**config.mk**
```make
export PLATFORM = sky130hd
export DESIGN_NAME = saturn_mem_arbiter_flat
export DESIGN_NICKNAME = d
export VERILOG_FILES = /design/src/rtl/saturn_bus_pkg.sv /design/src/rtl/saturn_mem_arbiter_if.sv /design/src/rtl/saturn_burst_seq.sv /design/src/rtl/saturn_mem_arbiter.sv /design/src/flat_wrapper.sv
export SDC_FILE = /design/constraint.sdc
export NUM_CORES = 1
export LEC_CHECK = 0
export CAP_MARGIN = 40
export CORE_UTILIZATION = 44
export CTS_BUF_LIST = sky130_fd_sc_hd__clkbuf_4 sky130_fd_sc_hd__clkbuf_8 sky130_fd_sc_hd__clkbuf_16
export CTS_CLUSTER_DIAMETER = 200
export DETAILED_ROUTE_END_ITERATION = 8
export PLACE_DENSITY = 0.87
export SLEW_MARGIN = 20
export SYNTH_ARGS = -nofsm -noshare
export SYNTH_HDL_FRONTEND = slang
export SYNTH_SLANG_ARGS = --single-unit
```
**constraint.sdc**
```tcl
create_clock -name clk -period 2.3 [get_ports clk]
set_input_delay 0.575 -clock clk [delete_from_list [all_inputs] [get_ports clk]]
set_output_delay 0.575 -clock clk [all_outputs]
set_load 0.01 [all_outputs]
```
**src/rtl/saturn_bus_pkg.sv**
```systemverilog
// rtl/saturn_bus_pkg.sv - shared state encoding, requester IDs and width defaults for the ROM arbiter
package saturn_bus_pkg;

  localparam int ADDR_W_DEFAULT = 20;
  localparam int LEN_W_DEFAULT  = 4;

  localparam logic REQ_IF = 1'b0;
  localparam logic REQ_DT = 1'b1;

  typedef enum logic [1:0] {
    ST_IDLE  = 2'd0,
    ST_BURST = 2'd1,
    ST_DRAIN = 2'd2
  } arb_state_e;

endpackage

```
**src/rtl/saturn_mem_arbiter_if.sv**
```systemverilog
// rtl/saturn_mem_arbiter_if.sv - requester, ROM port and status signals of the Saturn ROM arbiter
interface saturn_mem_arbiter_if
  import saturn_bus_pkg::*;
#(
  parameter int ADDR_W = ADDR_W_DEFAULT,
  parameter int LEN_W  = LEN_W_DEFAULT
);

  logic              if_req;
  logic [ADDR_W-1:0] if_addr;
  logic [LEN_W-1:0]  if_len;
  logic              if_ack;
  logic              if_valid;
  logic [3:0]        if_nibble;
  logic              if_done;

  logic              dt_req;
  logic [ADDR_W-1:0] dt_addr;
  logic [LEN_W-1:0]  dt_len;
  logic              dt_ack;
  logic              dt_valid;
  logic [3:0]        dt_nibble;
  logic              dt_done;

  logic              mem_en;
  logic [ADDR_W-1:0] mem_addr;
  logic [3:0]        mem_nibble;

  logic              busy;
  logic              owner_dt;

  modport slave (
    input  if_req, if_addr, if_len, dt_req, dt_addr, dt_len, mem_nibble,
    output if_ack, if_valid, if_nibble, if_done,
    output dt_ack, dt_valid, dt_nibble, dt_done,
    output mem_en, mem_addr, busy, owner_dt
  );

  modport master (
    output if_req, if_addr, if_len, dt_req, dt_addr, dt_len, mem_nibble,
    input  if_ack, if_valid, if_nibble, if_done,
    input  dt_ack, dt_valid, dt_nibble, dt_done,
    input  mem_en, mem_addr, busy, owner_dt
  );

endinterface

```
**src/rtl/saturn_burst_seq.sv**
```systemverilog
// rtl/saturn_burst_seq.sv - burst address sequencer with one-cycle-delayed valid/last return pipeline
module saturn_burst_seq
  import saturn_bus_pkg::*;
#(
  parameter int ADDR_W = ADDR_W_DEFAULT,
  parameter int LEN_W  = LEN_W_DEFAULT
) (
  input  logic              clk,
  input  logic              reset,
  input  logic              start,
  input  logic [ADDR_W-1:0] start_addr,
  input  logic [LEN_W-1:0]  start_len,
  input  logic              issue,
  output logic              last_issue,
  output logic              mem_en,
  output logic [ADDR_W-1:0] mem_addr,
  output logic              ret_valid,
  output logic              ret_last
);

  logic [ADDR_W-1:0] base_q, base_d;
  logic [LEN_W-1:0]  len_q, len_d;
  // One bit wider than len so a 16-nibble burst never wraps before the compare
  logic [LEN_W:0]    k_q, k_d;
  logic              mem_en_q, mem_en_d;
  logic [ADDR_W-1:0] mem_addr_q, mem_addr_d;
  logic              last_q, last_d;
  logic              ret_valid_q, ret_valid_d;
  logic              ret_last_q, ret_last_d;

  assign last_issue = issue && (k_q == {1'b0, len_q});

  always_comb begin
    base_d      = base_q;
    len_d       = len_q;
    k_d         = k_q;
    mem_en_d    = 1'b0;
    mem_addr_d  = '0;
    last_d      = 1'b0;
    ret_valid_d = mem_en_q;
    ret_last_d  = last_q;
    if (start) begin
      base_d = start_addr;
      len_d  = start_len;
      k_d    = '0;
    end else if (issue) begin
      mem_en_d   = 1'b1;
      mem_addr_d = base_q + ADDR_W'(k_q);
      k_d        = k_q + (LEN_W+1)'(1);
      last_d     = last_issue;
    end
  end

  always_ff @(posedge clk) begin
    if (reset) begin
      base_q      <= '0;
      len_q       <= '0;
      k_q         <= '0;
      mem_en_q    <= 1'b0;
      mem_addr_q  <= '0;
      last_q      <= 1'b0;
      ret_valid_q <= 1'b0;
      ret_last_q  <= 1'b0;
    end else begin
      base_q      <= base_d;
      len_q       <= len_d;
      k_q         <= k_d;
      mem_en_q    <= mem_en_d;
      mem_addr_q  <= mem_addr_d;
      last_q      <= last_d;
      ret_valid_q <= ret_valid_d;
      ret_last_q  <= ret_last_d;
    end
  end

  assign mem_en    = mem_en_q;
  assign mem_addr  = mem_addr_q;
  assign ret_valid = ret_valid_q;
  assign ret_last  = ret_last_q;

endmodule

```
**src/rtl/saturn_mem_arbiter.sv**
```systemverilog
// rtl/saturn_mem_arbiter.sv - round-robin burst arbiter sharing the nibble ROM port between fetch and data
module saturn_mem_arbiter
  import saturn_bus_pkg::*;
#(
  parameter int ADDR_W = ADDR_W_DEFAULT,
  parameter int LEN_W  = LEN_W_DEFAULT
) (
  input  logic                 clk,
  input  logic                 reset,
  saturn_mem_arbiter_if.slave  bus
);

  arb_state_e state_q, state_d;
  logic prio_dt_q, prio_dt_d;
  logic owner_dt_q, owner_dt_d;
  logic busy_q, busy_d;
  logic if_ack_q, if_ack_d;
  logic dt_ack_q, dt_ack_d;

  logic              grant_dt;
  logic              start;
  logic              issue;
  logic              last_issue;
  logic [ADDR_W-1:0] start_addr;
  logic [LEN_W-1:0]  start_len;
  logic              mem_en;
  logic [ADDR_W-1:0] mem_addr;
  logic              ret_valid;
  logic              ret_last;

  // DT wins when it is alone, or when both ask and the pointer favours DT
  assign grant_dt   = bus.dt_req && (!bus.if_req || prio_dt_q);
  assign start_addr = grant_dt ? bus.dt_addr : bus.if_addr;
  assign start_len  = grant_dt ? bus.dt_len  : bus.if_len;

  always_comb begin
    state_d    = state_q;
    prio_dt_d  = prio_dt_q;
    owner_dt_d = owner_dt_q;
    busy_d     = busy_q;
    if_ack_d   = 1'b0;
    dt_ack_d   = 1'b0;
    start      = 1'b0;
    issue      = 1'b0;
    case (state_q)
      ST_IDLE: begin
        busy_d = 1'b0;
        if (bus.if_req || bus.dt_req) begin
          start      = 1'b1;
          owner_dt_d = grant_dt;
          if_ack_d   = !grant_dt;
          dt_ack_d   = grant_dt;
          busy_d     = 1'b1;
          state_d    = ST_BURST;
        end
      end
      ST_BURST: begin
        issue = 1'b1;
        if (last_issue) state_d = ST_DRAIN;
      end
      ST_DRAIN: begin
        prio_dt_d = !owner_dt_q;
        state_d   = ST_IDLE;
      end
      default: state_d = ST_IDLE;
    endcase
  end

  always_ff @(posedge clk) begin
    if (reset) begin
      state_q    <= ST_IDLE;
      prio_dt_q  <= 1'b0;
      owner_dt_q <= 1'b0;
      busy_q     <= 1'b0;
      if_ack_q   <= 1'b0;
      dt_ack_q   <= 1'b0;
    end else begin
      state_q    <= state_d;
      prio_dt_q  <= prio_dt_d;
      owner_dt_q <= owner_dt_d;
      busy_q     <= busy_d;
      if_ack_q   <= if_ack_d;
      dt_ack_q   <= dt_ack_d;
    end
  end

  saturn_burst_seq #(
    .ADDR_W (ADDR_W),
    .LEN_W  (LEN_W)
  ) u_seq (
    .clk        (clk),
    .reset      (reset),
    .start      (start),
    .start_addr (start_addr),
    .start_len  (start_len),
    .issue      (issue),
    .last_issue (last_issue),
    .mem_en     (mem_en),
    .mem_addr   (mem_addr),
    .ret_valid  (ret_valid),
    .ret_last   (ret_last)
  );

  assign bus.mem_en   = mem_en;
  assign bus.mem_addr = mem_addr;
  assign bus.busy     = busy_q;
  assign bus.owner_dt = owner_dt_q;
  assign bus.if_ack   = if_ack_q;
  assign bus.dt_ack   = dt_ack_q;

  // Owner is stable for the whole return window, so gating the shared pipeline is glitch-free
  assign bus.if_valid  = ret_valid && (owner_dt_q == REQ_IF);
  assign bus.if_done   = ret_last  && (owner_dt_q == REQ_IF);
  assign bus.if_nibble = bus.if_valid ? bus.mem_nibble : 4'h0;
  assign bus.dt_valid  = ret_valid && (owner_dt_q == REQ_DT);
  assign bus.dt_done   = ret_last  && (owner_dt_q == REQ_DT);
  assign bus.dt_nibble = bus.dt_valid ? bus.mem_nibble : 4'h0;

endmodule

```
**src/flat_wrapper.sv**
```systemverilog
// flat-port wrapper written by rule: the top's interface ports become plain ports
module saturn_mem_arbiter_flat import saturn_bus_pkg::*;
#(
  parameter int ADDR_W = ADDR_W_DEFAULT,
  parameter int LEN_W  = LEN_W_DEFAULT
)
  (clk, reset, bus_if_req, bus_if_addr, bus_if_len, bus_dt_req, bus_dt_addr, bus_dt_len, bus_mem_nibble, bus_if_ack, bus_if_valid, bus_if_nibble, bus_if_done, bus_dt_ack, bus_dt_valid, bus_dt_nibble, bus_dt_done, bus_mem_en, bus_mem_addr, bus_busy, bus_owner_dt);
  saturn_mem_arbiter_if #(.ADDR_W(ADDR_W), .LEN_W(LEN_W)) bus_i ();
  input  logic clk;
  input  logic reset;
  input wire logic [$bits(bus_i.if_req)-1:0] bus_if_req;
  input wire logic [$bits(bus_i.if_addr)-1:0] bus_if_addr;
  input wire logic [$bits(bus_i.if_len)-1:0] bus_if_len;
  input wire logic [$bits(bus_i.dt_req)-1:0] bus_dt_req;
  input wire logic [$bits(bus_i.dt_addr)-1:0] bus_dt_addr;
  input wire logic [$bits(bus_i.dt_len)-1:0] bus_dt_len;
  input wire logic [$bits(bus_i.mem_nibble)-1:0] bus_mem_nibble;
  output wire logic [$bits(bus_i.if_ack)-1:0] bus_if_ack;
  output wire logic [$bits(bus_i.if_valid)-1:0] bus_if_valid;
  output wire logic [$bits(bus_i.if_nibble)-1:0] bus_if_nibble;
  output wire logic [$bits(bus_i.if_done)-1:0] bus_if_done;
  output wire logic [$bits(bus_i.dt_ack)-1:0] bus_dt_ack;
  output wire logic [$bits(bus_i.dt_valid)-1:0] bus_dt_valid;
  output wire logic [$bits(bus_i.dt_nibble)-1:0] bus_dt_nibble;
  output wire logic [$bits(bus_i.dt_done)-1:0] bus_dt_done;
  output wire logic [$bits(bus_i.mem_en)-1:0] bus_mem_en;
  output wire logic [$bits(bus_i.mem_addr)-1:0] bus_mem_addr;
  output wire logic [$bits(bus_i.busy)-1:0] bus_busy;
  output wire logic [$bits(bus_i.owner_dt)-1:0] bus_owner_dt;
  assign bus_i.if_req = bus_if_req;
  assign bus_i.if_addr = bus_if_addr;
  assign bus_i.if_len = bus_if_len;
  assign bus_i.dt_req = bus_dt_req;
  assign bus_i.dt_addr = bus_dt_addr;
  assign bus_i.dt_len = bus_dt_len;
  assign bus_i.mem_nibble = bus_mem_nibble;
  assign bus_if_ack = bus_i.if_ack;
  assign bus_if_valid = bus_i.if_valid;
  assign bus_if_nibble = bus_i.if_nibble;
  assign bus_if_done = bus_i.if_done;
  assign bus_dt_ack = bus_i.dt_ack;
  assign bus_dt_valid = bus_i.dt_valid;
  assign bus_dt_nibble = bus_i.dt_nibble;
  assign bus_dt_done = bus_i.dt_done;
  assign bus_mem_en = bus_i.mem_en;
  assign bus_mem_addr = bus_i.mem_addr;
  assign bus_busy = bus_i.busy;
  assign bus_owner_dt = bus_i.owner_dt;
  saturn_mem_arbiter #(.ADDR_W(ADDR_W), .LEN_W(LEN_W)) u_core (.clk(clk), .reset(reset), .bus(bus_i));
endmodule
```
==> summary.md, run 1 <==
| Metric | Value |
|---|---|
| DR vias/cell | `5.267` |
| Synthesis Warnings | `0` |
| Top post-synthesis cells by count | `dfxtp_1 (60), inv_1 (31), nor2_1 (30)` |
| Ant diodes | `0` |
| Largest net degree at the start of global routing | `26` |
| RSZ-0062 raised after global routing | `no` |
| Post-synth top area cell | `dfxtp_1` |
| #FFs+latches synth | `60` |
| Setup ws final | `0.02889 ns` |
| Setup Fix Bufs, Post-CTS | `0` |
| Die Area | `6188 um^2` |
| Synthesized area | `2586 um^2` |
| Startpoint types | `input port` |
| Placer Congestion | `0.8133` |
| Hold_buf cts | `0` |
| Via count | `2312` |
| Max-Cap Viols | `0` |
| Final min period | `2.271 ns` |
| Hold violation count in the final report | `0` |
| CTS Buf Count | `9` |
| Synth async-reset ratio | `0%` |
| Number of flops mapped to enable cells by yosys | `0` |
| Slew headroom | `59.81%` |
| Req. time, crit path | `1.73 ns` |
| Critical path capture point type | `primary output` |
| Max VDD drop | `454.7 uV` |
| PwrDens | `731.3 nW/um^2` |
| Area of the multi-input gates | `1174 um^2` |
| Worst EP arrival | `1.70 ns` |
| Critical path's largest stage delay | `0.52 ns` |
| Crit-path max FO | `2` |
| Clock sink count | `60` |
| Clock root buffer | `clkbuf_8` |
| CTS H-tree depth | `3` |
| Post-synth top area share | `46.44%` |
| Post-Route Setup TNS | `0 ns` |
| Min Hold Slack | `0.4559 ns` |
| Drc violations | `0` |
| Most used standard cell by instance count after synthesis | `dfxtp_1` |
| Placed Area | `3560 um^2` |
| Bufs on Longest Clock Path | `2` |
| Sequential area share after synthesis | `46.44%` |
| Slowest-stage cell, CP | `clkdlybuf4s50_1` |
| Dpl hpwl | `4.475 mm` |
| DIE WIDTH | `78.67 um` |
| Max Slew Vio Count | `0` |
| First-pass GRT wire length | `10.01 mm` |
| Critical path type | `in2out` |
| Max Fclk | `440.3 MHz` |
| Area of the core | `5574 um^2` |
| Design Area, Final | `3786 um^2` |
| Synth Instances | `264` |
| Synth cell types | `44` |
| Initial Util | `46.40%` |
| Final nets | `425` |
| Setup WS pre-CTS | `-0.02465 ns` |
| Reg area | `1201 um^2` |
| Final period utilization | `98.74%` |
| Slew at the pin with the worst max-slew slack | `0.6002 ns` |
| Worst-path clk slew | `0.06 ns` |
| Worst-Skew Late Latency | `0.33 ns` |
| Area contributors post-synth | `dfxtp_1 (46%), a222oi_1 (9.3%), xor2_1 (6.4%)` |
| Vias in the first global route | `2292` |
| CTS tree | `done` |
| Share of layout cells above drive strength 1 | `9.537%` |
| DR pass1 iterations | `5` |
| Fill cells | `465` |
| Die span in y | `78.67 um` |
| Grt ovf | `0` |
| Area Overhead vs Synth | `46.40%` |
| Critical path's most frequent cell | `clkdlybuf4s50_1` |
| Net Count, Synth | `327` |
| Count of input and output buffers | `92` |
| Wirelength per Cell | `13.60 um` |
| Clk_skew | `0.004040 ns` |
| Row cnt | `27` |
| IO Count | `93` |
| Detail Route Antenna Nets | `0` |
| Syn avg cell area | `9.796 um^2` |
| Worst hold path class | `reg2reg` |
| Final setup violating endpoints | `0` |
| Status | `complete, no violations` |
| Ys flop type | `dfxtp_1` |
| Worst-path cell chain | `clkdlybuf4s50_1 -> and2_1 -> clkdlybuf4s50_1` |
| Leakage power | `1.664 nW` |
| WL final | `5.972 mm` |
| Total track usage | `20.95%` |
| Initial DRC count | `263` |
| Initial antenna violation count | `0` |
logic make-up after synthesis:
| group | share of synthesized area [%] |
|---|---|
| simple gates | 18.00 |
| flops | 46.44 |
| compound gates | 15.48 |
| buf+inv | 8.273 |
| fa+ha+maj | 3.677 |
| xor+xnor | 8.128 |
flip-flops by register name, indices dropped and copies added (netlist names):
name and count:
u_core.u_seq.base_q 20, u_core.u_seq.mem_addr 20, u_core.u_seq.k_q 5, u_core.u_seq.len_q 4, u_core.state_q 2, u_core.bus.busy 1, u_core.bus.dt_ack 1, u_core.bus.if_ack 1
u_core.bus.owner_dt 1, u_core.prio_dt_q 1, u_core.u_seq.last_q 1, u_core.u_seq.mem_en 1, u_core.u_seq.ret_last 1, u_core.u_seq.ret_valid 1
layout make-up:
cell class	instances	area share, %
sequential	60	31.73
multi-input combinational	160	31.00
timing repair buffer	100	26.01
clock buffer	11	3.833
inverter	31	3.073
tap	72	2.379
clock inverter	5	1.983
cell usage in the layout (no fill, tap or decap), types with 2 or more instances in the layout:
| master | Yosys | routed |
|---|---|---|
| nor2b_1 | 8 | 7 |
| a21oi_1 | 5 | 5 |
| nor3_1 | 3 | 3 |
| o21ai_0 | 5 | 5 |
| clkbuf_8 | 1 | 10 |
| buf_4 | 0 | 8 |
| a211oi_1 | 2 | 2 |
| dlymetal6s2s_1 | 0 | 3 |
| nand3_1 | 3 | 3 |
| and3_1 | 6 | 6 |
| o2111ai_1 | 2 | 2 |
| nor2_1 | 30 | 30 |
| xnor2_1 | 5 | 5 |
| a222oi_1 | 24 | 24 |
| dfxtp_1 | 60 | 60 |
| xor2_1 | 19 | 19 |
| ha_1 | 6 | 6 |
| o211ai_1 | 4 | 4 |
| and2_1 | 7 | 7 |
| inv_1 | 31 | 31 |
| and4_1 | 2 | 2 |
| nand4_1 | 4 | 4 |
| nand2_1 | 6 | 6 |
| bufinv_16 | 0 | 2 |
| clkinv_2 | 0 | 3 |
| dlygate4sd2_1 | 0 | 3 |
| clkdlybuf4s50_1 | 0 | 86 |
through the flow:
| stage | std cells | util, % | power [mW] |
|---|---|---|---|
| detailed placement | 423 | 63.86 | 1.755 |
| finish | 439 | 67.92 | 2.769 |
| global route | 439 | 67.92 | 2.897 |
| CTS | 439 | 67.74 | 2.785 |
| global placement | 423 | 63.86 | 1.734 |
| floorplan | 264 | - | 1.528 |
layer usage:
layer	track usage, %	routed length (um)	up-vias
li1	-	-	1131
met1	24.78	2577	1066
met2	34.70	2746	100
met3	5.349	492	15
met4	10.93	156	0
met5	0	0	-
where the power goes:
group          total, mW  switching, mW  internal (mW)
clock network       1.03          0.387          0.646
registers           1.24         0.0941           1.14
logic              0.500          0.221          0.279
critical path, delay by kind of cell:
family | cells | cell delay, ns
AND/OR/NAND/NOR | 1 | 0.12
buffers and inverters | 2 | 1.00
worst paths after layout:
kind                          startpoint                        to  slack [ns]  cells after the start
setup reg to reg  u_core.u_seq.base_q[0]  u_core.u_seq.mem_addr[8]        0.27                      8
hold reg to reg      u_core.u_seq.last_q     u_core.u_seq.ret_last        0.46                      1
setup / recovery       bus_mem_nibble[1]          bus_if_nibble[1]        0.03                      3
hold / removal       u_core.u_seq.last_q     u_core.u_seq.ret_last        0.46                      1
what timing repair did:
action,4_1_cts,5_1_grt
gates resized for setup,3,4
endpoints found under the setup margin,3,5
cloned,0,0
No activity file was read; power rests on OpenSTA's default activity.
==> run 2, diff against run 1 <==
--- a/config.mk
+++ b/config.mk
@@ -10,7 +10,9 @@
 export CTS_BUF_LIST = sky130_fd_sc_hd__clkbuf_4 sky130_fd_sc_hd__clkbuf_8 sky130_fd_sc_hd__clkbuf_16
 export CTS_CLUSTER_DIAMETER = 200
 export DETAILED_ROUTE_END_ITERATION = 8
+export MAX_ROUTING_LAYER = met4
 export PLACE_DENSITY = 0.87
+export SKIP_CTS_REPAIR_TIMING = 1
 export SLEW_MARGIN = 20
 export SYNTH_ARGS = -nofsm -noshare
 export SYNTH_HDL_FRONTEND = slang
==> summary.md, run 2 (synthesis results as in run 1) <==
| Metric | Value |
|---|---|
| Crit-path max FO | `2 (unchanged)` |
| Detail Route Antenna Nets | `0 (unchanged)` |
| Worst EP arrival | `1.70 ns (about the same)` |
| DR pass1 iterations | `5 (unchanged)` |
| Final setup violating endpoints | `0 (unchanged)` |
| Clock sink count | `60 (unchanged)` |
| Leakage power | `1.705 nW (+2.5%)` |
| WL final | `5.987 mm (+0.25%)` |
| Status | `complete, no violations` |
| Final nets | `425 (unchanged)` |
| Fill cells | `461 (-0.86%)` |
| Worst hold path class | `reg2reg` |
| Most common cell after layout, fill and taps aside | `clkdlybuf4s50_1` |
| Final period utilization | `98.97% (+0.22 points)` |
| Via count | `2301 (-0.48%)` |
| Commonest non-fill, non-tap cells in the layout | `clkdlybuf4s50_1 (86), dfxtp_1 (60), inv_1 (31), nor2_1 (30), a222oi_1 (24)` |
| Hold violation count in the final report | `0 (unchanged)` |
| Share of layout cells above drive strength 1 | `9.537% (unchanged)` |
| Clk_skew | `0.003803 ns (-0.0002377 ns)` |
| Vias in the first global route | `2293 (+0.044%)` |
| First-pass GRT wire length | `10.01 mm (about the same)` |
| Critical path capture point type | `primary output` |
| Dpl hpwl | `4.475 mm (unchanged)` |
| Startpoint types | `input port` |
| Max VDD drop | `455.0 uV (about the same)` |
| Largest net degree at the start of global routing | `26 (unchanged)` |
| CTS Buf Count | `9 (unchanged)` |
| Wirelength per Cell | `13.64 um (+0.25%)` |
| DIE WIDTH | `78.67 um (unchanged)` |
| Row cnt | `27 (unchanged)` |
| Slew at the pin with the worst max-slew slack | `0.6155 ns (+0.01532 ns)` |
| Max Slew Vio Count | `0 (unchanged)` |
| Ant diodes | `0 (unchanged)` |
| Total track usage | `21.54% (+0.58 points)` |
| Placer Congestion | `0.8254 (+1.5%)` |
| Req. time, crit path | `1.73 ns (about the same)` |
| PwrDens | `728.5 nW/um^2 (-0.38%)` |
| DR vias/cell | `5.241 (-0.48%)` |
| Clock root buffer | `clkbuf_8` |
| Die span in y | `78.67 um (unchanged)` |
| Setup WS pre-CTS | `-0.02465 ns (unchanged)` |
| Drc violations | `0 (unchanged)` |
| Placed cells | `423 (unchanged)` |
| Bufs on Longest Clock Path | `2 (unchanged)` |
| Initial antenna violation count | `0 (unchanged)` |
| IO Count | `93 (unchanged)` |
| Critical path type | `in2out` |
| Initial DRC count | `232 (-12%)` |
| Area Overhead vs Synth | `46.83%` |
| Count of input and output buffers | `92 (unchanged)` |
| Non-Filler Instances | `439 (unchanged)` |
| Slew headroom | `58.79% (-1.0 points)` |
| Setup ws final | `0.02374 ns (-0.005151 ns)` |
| Area of the core | `5574 um^2 (unchanged)` |
| CTS H-tree depth | `3 (unchanged)` |
| Max-Cap Viols | `0 (unchanged)` |
| Worst-Skew Late Latency | `0.33 ns (about the same)` |
| Final min period | `2.276 ns (+0.005151 ns)` |
| Max Fclk | `439.3 MHz (-0.23%)` |
| Initial Util | `46.40% (unchanged)` |
| Worst-path clk slew | `0.06 ns (about the same)` |
| CTS tree | `done` |
| Die Area | `6188 um^2 (unchanged)` |
| Post-Route Setup TNS | `0 ns (unchanged)` |
| Grt ovf | `0 (unchanged)` |
-- run 2: changes by cell type in the layout (fill, tap and decap cells not counted) --
| cell | previous run | this run |
|---|---|---|
| dlygate4sd2_1 | 3 | 0 |
| dlymetal6s2s_1 | 3 | 6 |
-- run 2: per-stage QoR --
step / instance area, um^2 / hold WS [ns] / util, % / total power [mW]
5_1_grt: 3797 / 0.4802 / 68.13 / 2.897
3_3_place_gp: 3560 / 0.4411 / 63.86 / 1.734
3_5_place_dp: 3560 / 0.4461 / 63.86 / 1.755
6_report: 3797 / 0.4575 / 68.13 / 2.766
2_1_floorplan: 2586 / 0.4138 / - / 1.528
4_1_cts: 3780 / 0.4594 / 67.81 / 2.785
-- run 2: final timing paths --
| path | from | end | slack, ns | cells past startpoint |
|---|---|---|---|---|
| max | bus_mem_nibble[2] | bus_if_nibble[2] | 0.02 | 3 |
| min | u_core.u_seq.last_q | u_core.u_seq.ret_last | 0.46 | 1 |
| max reg2reg | u_core.u_seq.base_q[0] | u_core.u_seq.mem_addr[8] | 0.27 | 8 |
| min reg2reg | u_core.u_seq.last_q | u_core.u_seq.ret_last | 0.46 | 1 |
-- run 2: per-layer routing --
layer  up-vias  GRT usage (%)  part of all wire, %
li1       1131              -                    -
met2       100          34.70                   46
met4         0          10.93                  2.3
met5         -              -                    0
met1      1056          24.86                   44
met3        14          5.233                  7.1
-- run 2: where the power goes --
group	internal [mW]	switching (mW)
clock	0.646	0.385
sequential	1.14	0.0933
combinational	0.279	0.221
-- run 2: critical path, stage by stage --
cell	delay, ns
clkdlybuf4s50_1	0.48
and2_1	0.12
clkdlybuf4s50_1	0.52
-- run 2: layout make-up --
type / count / area [um^2] / share of cell area (%)
Timing Repair Buffer: 100 / 996.0 / 26.23
Tap cell: 72 / 90.09 / 2.372
Clock inverter: 5 / 75.07 / 1.977
Multi-Input combinational cell: 160 / 1174 / 30.91
Clock buffer: 11 / 145.1 / 3.822
Inverter: 31 / 116.4 / 3.064
Sequential cell: 60 / 1201 / 31.63
==> run 3, diff against run 2 <==
--- a/config.mk
+++ b/config.mk
@@ -10,6 +10,7 @@
 export CTS_BUF_LIST = sky130_fd_sc_hd__clkbuf_4 sky130_fd_sc_hd__clkbuf_8 sky130_fd_sc_hd__clkbuf_16
 export CTS_CLUSTER_DIAMETER = 200
 export DETAILED_ROUTE_END_ITERATION = 8
+export HOLD_SLACK_MARGIN = 0.03
 export MAX_ROUTING_LAYER = met4
 export PLACE_DENSITY = 0.87
 export SKIP_CTS_REPAIR_TIMING = 1
==> results of run 3 <==
Final layout, timing and power as in run 2 (identical DEF).
==> patch 1 (settings of run 2) <==
Change the package constant `LEN_W_DEFAULT` from 4 to 8.
--- a/src/rtl/saturn_bus_pkg.sv
+++ b/src/rtl/saturn_bus_pkg.sv
@@ -3,5 +3,5 @@
 
   localparam int ADDR_W_DEFAULT = 20;
-  localparam int LEN_W_DEFAULT  = 4;
+  localparam int LEN_W_DEFAULT  = 8;
 
   localparam logic REQ_IF = 1'b0;
Interface: changed (resized bus_dt_len and bus_if_len); port bits go from 93 to 101. The function was not compared with the original's and may differ.
==> patch 1 against run 2 <==
The run now ends with design-rule violations left. Power grew 4.4%. Sequential cell count grew 8. Wire length grew 27%. Register-to-register slack lost 0.12 ns. Clock skew grew 0.0068 ns. Setup slack lost 0.0059 ns. Final cell count grew 17%. Via count grew 24%. Sequential power grew 9.7%. Area after synthesis grew 17%. Final area grew 15%. Global-route usage grew 1.7 points. Critical endpoint unchanged. Highest routed layer unchanged.
==> patch 1: results <==
# TYPE chip_impl_metric gauge
chip_impl_metric{name="inst_count_dp",unit=""} 497
chip_impl_metric{name="globalRouteMet1Util",unit="%"} 26.31
chip_impl_metric{name="switching_power",unit="mW"} 0.7529
chip_impl_metric{name="number_of_remaining_drc_errors",unit=""} 6
chip_impl_metric{name="clock_latency_reported_for_the_late_side_of_the_worst_skew_pair",unit="ns"} 0.35
chip_impl_info{name="violations",value="design-rule violations"} 1
chip_impl_metric{name="clock_tree_area_fraction",unit="%"} 4.708
chip_impl_metric{name="nonClkBufAreaFrac",unit="%"} 25.28
chip_impl_metric{name="distinct_cell_type_count_after_synthesis",unit=""} 43
chip_impl_metric{name="synth-seq-area-share",unit="%"} 45.11
chip_impl_metric{name="final.setup_skew",unit="ns"} 0.01059
chip_impl_metric{name="finalCritPeriodShare",unit="%"} 99.23
chip_impl_metric{name="area_occupied_by_multi_input_gates",unit="mm^2"} 0.001484
chip_impl_metric{name="grt_start_max_net_pins",unit=""} 17
chip_impl_metric{name="synth_xor_area_share",unit="%"} 6.095
chip_impl_metric{name="layout_filler_cell_count",unit=""} 489
chip_impl_metric{name="total_power",unit="mW"} 2.889
chip_impl_metric{name="post_drt_via_cell_ratio",unit=""} 5.558
chip_impl_metric{name="use_met2",unit="%"} 38.65
chip_impl_info{name="run_status",value="complete, but fails checks"} 1
chip_impl_metric{name="final.clkbuf_count",unit=""} 12
chip_impl_info{name="post_synth_most_frequent_cells",value="sky130_fd_sc_hd__dfxtp_1 (68), sky130_fd_sc_hd__inv_1 (34), sky130_fd_sc_hd__a222oi_1 (28)"} 1
chip_impl_metric{name="finalHoldWorstSlack",unit="ns"} 0.4554
chip_impl_metric{name="global_route_wire_length_before_repair",unit="um"} 12510
chip_impl_metric{name="vias_in_the_first_global_route",unit=""} 2754
chip_impl_metric{name="postPlaceCellArea",unit="mm^2"} 0.004148
chip_impl_metric{name="worstRegToRegCells",unit=""} 7
chip_impl_metric{name="num-nonclk-buffers",unit=""} 111
chip_impl_metric{name="place.detailed.hpwl",unit="um"} 5748
chip_impl_metric{name="pre_cts_ws",unit="ns"} -0.03656
chip_impl_metric{name="drt_first_iter_violations",unit=""} 197
chip_impl_metric{name="p_leak",unit="nW"} 1.971
chip_impl_metric{name="fin_cells",unit=""} 513
chip_impl_metric{name="syn_nets",unit=""} 399
chip_impl_metric{name="globalplace.congestion",unit=""} 0.8870
chip_impl_metric{name="layout.nets",unit=""} 506
chip_impl_metric{name="multi_input_area_share",unit="%"} 33.84
chip_impl_metric{name="final.signal_inverter_count",unit=""} 34
chip_impl_metric{name="clock_power_share",unit="%"} 34.7
-- patch 1: worst max path at each step --
stage	end	startpoint	depth (start not counted)
2_1_floorplan	u_core.u_seq.mem_addr[16]	u_core.u_seq.k_q[0]	7
3_3_place_gp	u_core.u_seq.base_q[3]	bus_if_req	5
3_5_place_dp	bus_dt_nibble[0]	bus_mem_nibble[0]	3
4_1_cts	bus_if_nibble[3]	u_core.bus.owner_dt	3
5_1_grt	bus_if_nibble[2]	u_core.u_seq.ret_valid	3
6_report	bus_if_nibble[2]	bus_mem_nibble[2]	3
-- patch 1: per-layer routing --
| layer | up-vias | routed length (um) | part of all wire [%] |
|---|---|---|---|
| li1 | 1395 | - | - |
| met1 | 1317 | 3025 | 40 |
| met2 | 123 | 3870 | 51 |
| met3 | 16 | 517 | 6.8 |
| met4 | 0 | 184 | 2.4 |
| met5 | - | 0 | 0 |
==> patch 2 (settings of run 2) <==
Without the edit above. The 3 states of `arb_state_e` get a one-hot encoding in 3 bits.
--- a/src/rtl/saturn_bus_pkg.sv
+++ b/src/rtl/saturn_bus_pkg.sv
@@ -8,8 +8,8 @@
   localparam logic REQ_DT = 1'b1;
 
-  typedef enum logic [1:0] {
-    ST_IDLE  = 2'd0,
-    ST_BURST = 2'd1,
-    ST_DRAIN = 2'd2
+  typedef enum logic [2:0] {
+    ST_IDLE  = 3'b001,
+    ST_BURST = 3'b010,
+    ST_DRAIN = 3'b100
   } arb_state_e;
 
Function: same outputs for any inputs over 10 cycles, from zero or initial values and one cycle with reset high; not proved beyond that.
==> patch 2 against run 2 <==
Final area up 5.9%. Combinational power up 13%. Critical path depth unchanged. Sequential cell count up 1. Power up 3.5%. Count of clock-buffer cells in the layout down 1. Setup slack better by 0.013 ns. Area after synthesis up 6.4%. Wire length up 10%. Critical path type unchanged. Register-to-register slack worse by 0.12 ns. Largest power group unchanged. Clock skew up 0.0010 ns. Maximum frequency up 0.57%.
==> patch 2: results <==
# TYPE chip_impl_metric gauge
chip_impl_metric{name="worst_pin_slew",unit="ns"} 0.5800
chip_impl_metric{name="detail_route.first_pass.iterations",unit=""} 4
chip_impl_metric{name="detail_route.wl_per_cell",unit="um"} 14.02
chip_impl_metric{name="p_leak",unit="nW"} 1.699
chip_impl_metric{name="layout_filler_cell_count",unit=""} 471
chip_impl_metric{name="worstRegToRegCells",unit=""} 9
chip_impl_metric{name="fin_cells",unit=""} 471
chip_impl_info{name="worstReg2RegEnd",value="u_core.u_seq.mem_addr[10]"} 1
chip_impl_metric{name="synthAdderAreaFrac",unit="%"} 3.456
chip_impl_metric{name="final.setup_skew",unit="ns"} 0.004831
chip_impl_metric{name="synth-seq-area-share",unit="%"} 44.38
chip_impl_info{name="post_synth_most_frequent_cells",value="sky130_fd_sc_hd__dfxtp_1 (61), sky130_fd_sc_hd__nor2_1 (55), sky130_fd_sc_hd__a211oi_1 (26)"} 1
chip_impl_metric{name="power.ir.vdd_worst",unit="mV"} 0.4233
chip_impl_metric{name="synth_compound_gate_area_share",unit="%"} 12.82
chip_impl_metric{name="global_route_wire_length_before_repair",unit="um"} 10370
chip_impl_metric{name="finalHoldWorstSlack",unit="ns"} 0.4402
chip_impl_metric{name="synth_xor_area_share",unit="%"} 7.003
chip_impl_metric{name="grt_start_max_net_pins",unit=""} 56
chip_impl_metric{name="post_drt_via_cell_ratio",unit=""} 5.121
chip_impl_metric{name="globalplace.congestion",unit=""} 0.8366
chip_impl_metric{name="global_route.usage.met3",unit="%"} 6.292
chip_impl_info{name="run_status",value="complete, no violations"} 1
chip_impl_info{name="worstReg2RegStart",value="u_core.u_seq.k_q[0]"} 1
chip_impl_metric{name="synthesis.instances",unit=""} 298
chip_impl_metric{name="global_route.usage.total",unit="%"} 22.20
chip_impl_metric{name="cts_bufs_inserted",unit=""} 9
chip_impl_metric{name="distinct_cell_type_count_after_synthesis",unit=""} 41
patch 2: cell types whose count changed after synthesis, sizes merged, moves of 5 or more:
cell           run 2  this run
a211oi             2        26
a222oi            24         0
buf               10         5
clkbuf             3        10
inv               31         9
mux2i              0        24
nor2              31        57
nor3               4         9
patch 2: kinds of logic (layout without fill, tap and decap cells):
family | after synthesis | count (layout)
fa+ha+maj | 7 | 7
flops | 61 | 61
xor+xnor | 22 | 22
simple gates | 109 | 109
buf+inv | 24 | 122
compound gates | 51 | 51
mux | 24 | 24
patch 2: critical path, cell delays in order:
cell and delay (ns):
sky130_fd_sc_hd__clkdlybuf4s50_1 0.47, sky130_fd_sc_hd__and2_1 0.11, sky130_fd_sc_hd__clkdlybuf4s50_1 0.53
patch 2: cell type report:
| type | instances | share of cell area [%] |
|---|---|---|
| tap | 75 | 2.334 |
| timing repair buffer | 98 | 25.02 |
| multi-input combinational | 213 | 36.13 |
| inverter | 9 | 0.8403 |
| clock inverter | 5 | 1.867 |
| sequential | 61 | 30.38 |
| clock buffer | 10 | 3.424 |
patch 2: layer usage:
layer	routed length (um)	vias to the layer above
li1	-	1228
met1	2633	1086
met2	3330	80
met3	443	18
met4	197	0
met5	0	-
patch 2: stage by stage:
step	area (um^2)	power, mW	setup WS, ns
after global routing	4020	3.010	0.003763
final	4020	2.863	0.03674
after floorplan	2751	1.611	0.3178
after CTS	4000	2.888	-0.04506
after global placement	3787	1.824	0.01156
after detailed placement	3787	1.853	-0.04410
patch 2: worst max path at each step:
stage	start	to	slack (ns)	cells past startpoint
global placement	bus_mem_nibble[0]	bus_dt_nibble[0]	0.01	3
global route	bus_mem_nibble[0]	bus_if_nibble[0]	0.004	3
finish	bus_mem_nibble[0]	bus_if_nibble[0]	0.04	3
floorplan	u_core.u_seq.k_q[0]	u_core.u_seq.mem_addr[18]	0.32	8
CTS	bus_mem_nibble[3]	bus_dt_nibble[3]	-0.05	3
detailed placement	bus_mem_nibble[3]	bus_dt_nibble[3]	-0.04	3
patch 2: report_power, final:
group / switching [mW] / total [mW] / internal, mW
registers: 0.0994 / 1.26 / 1.16
logic: 0.278 / 0.566 / 0.287
clock network: 0.407 / 1.03 / 0.627
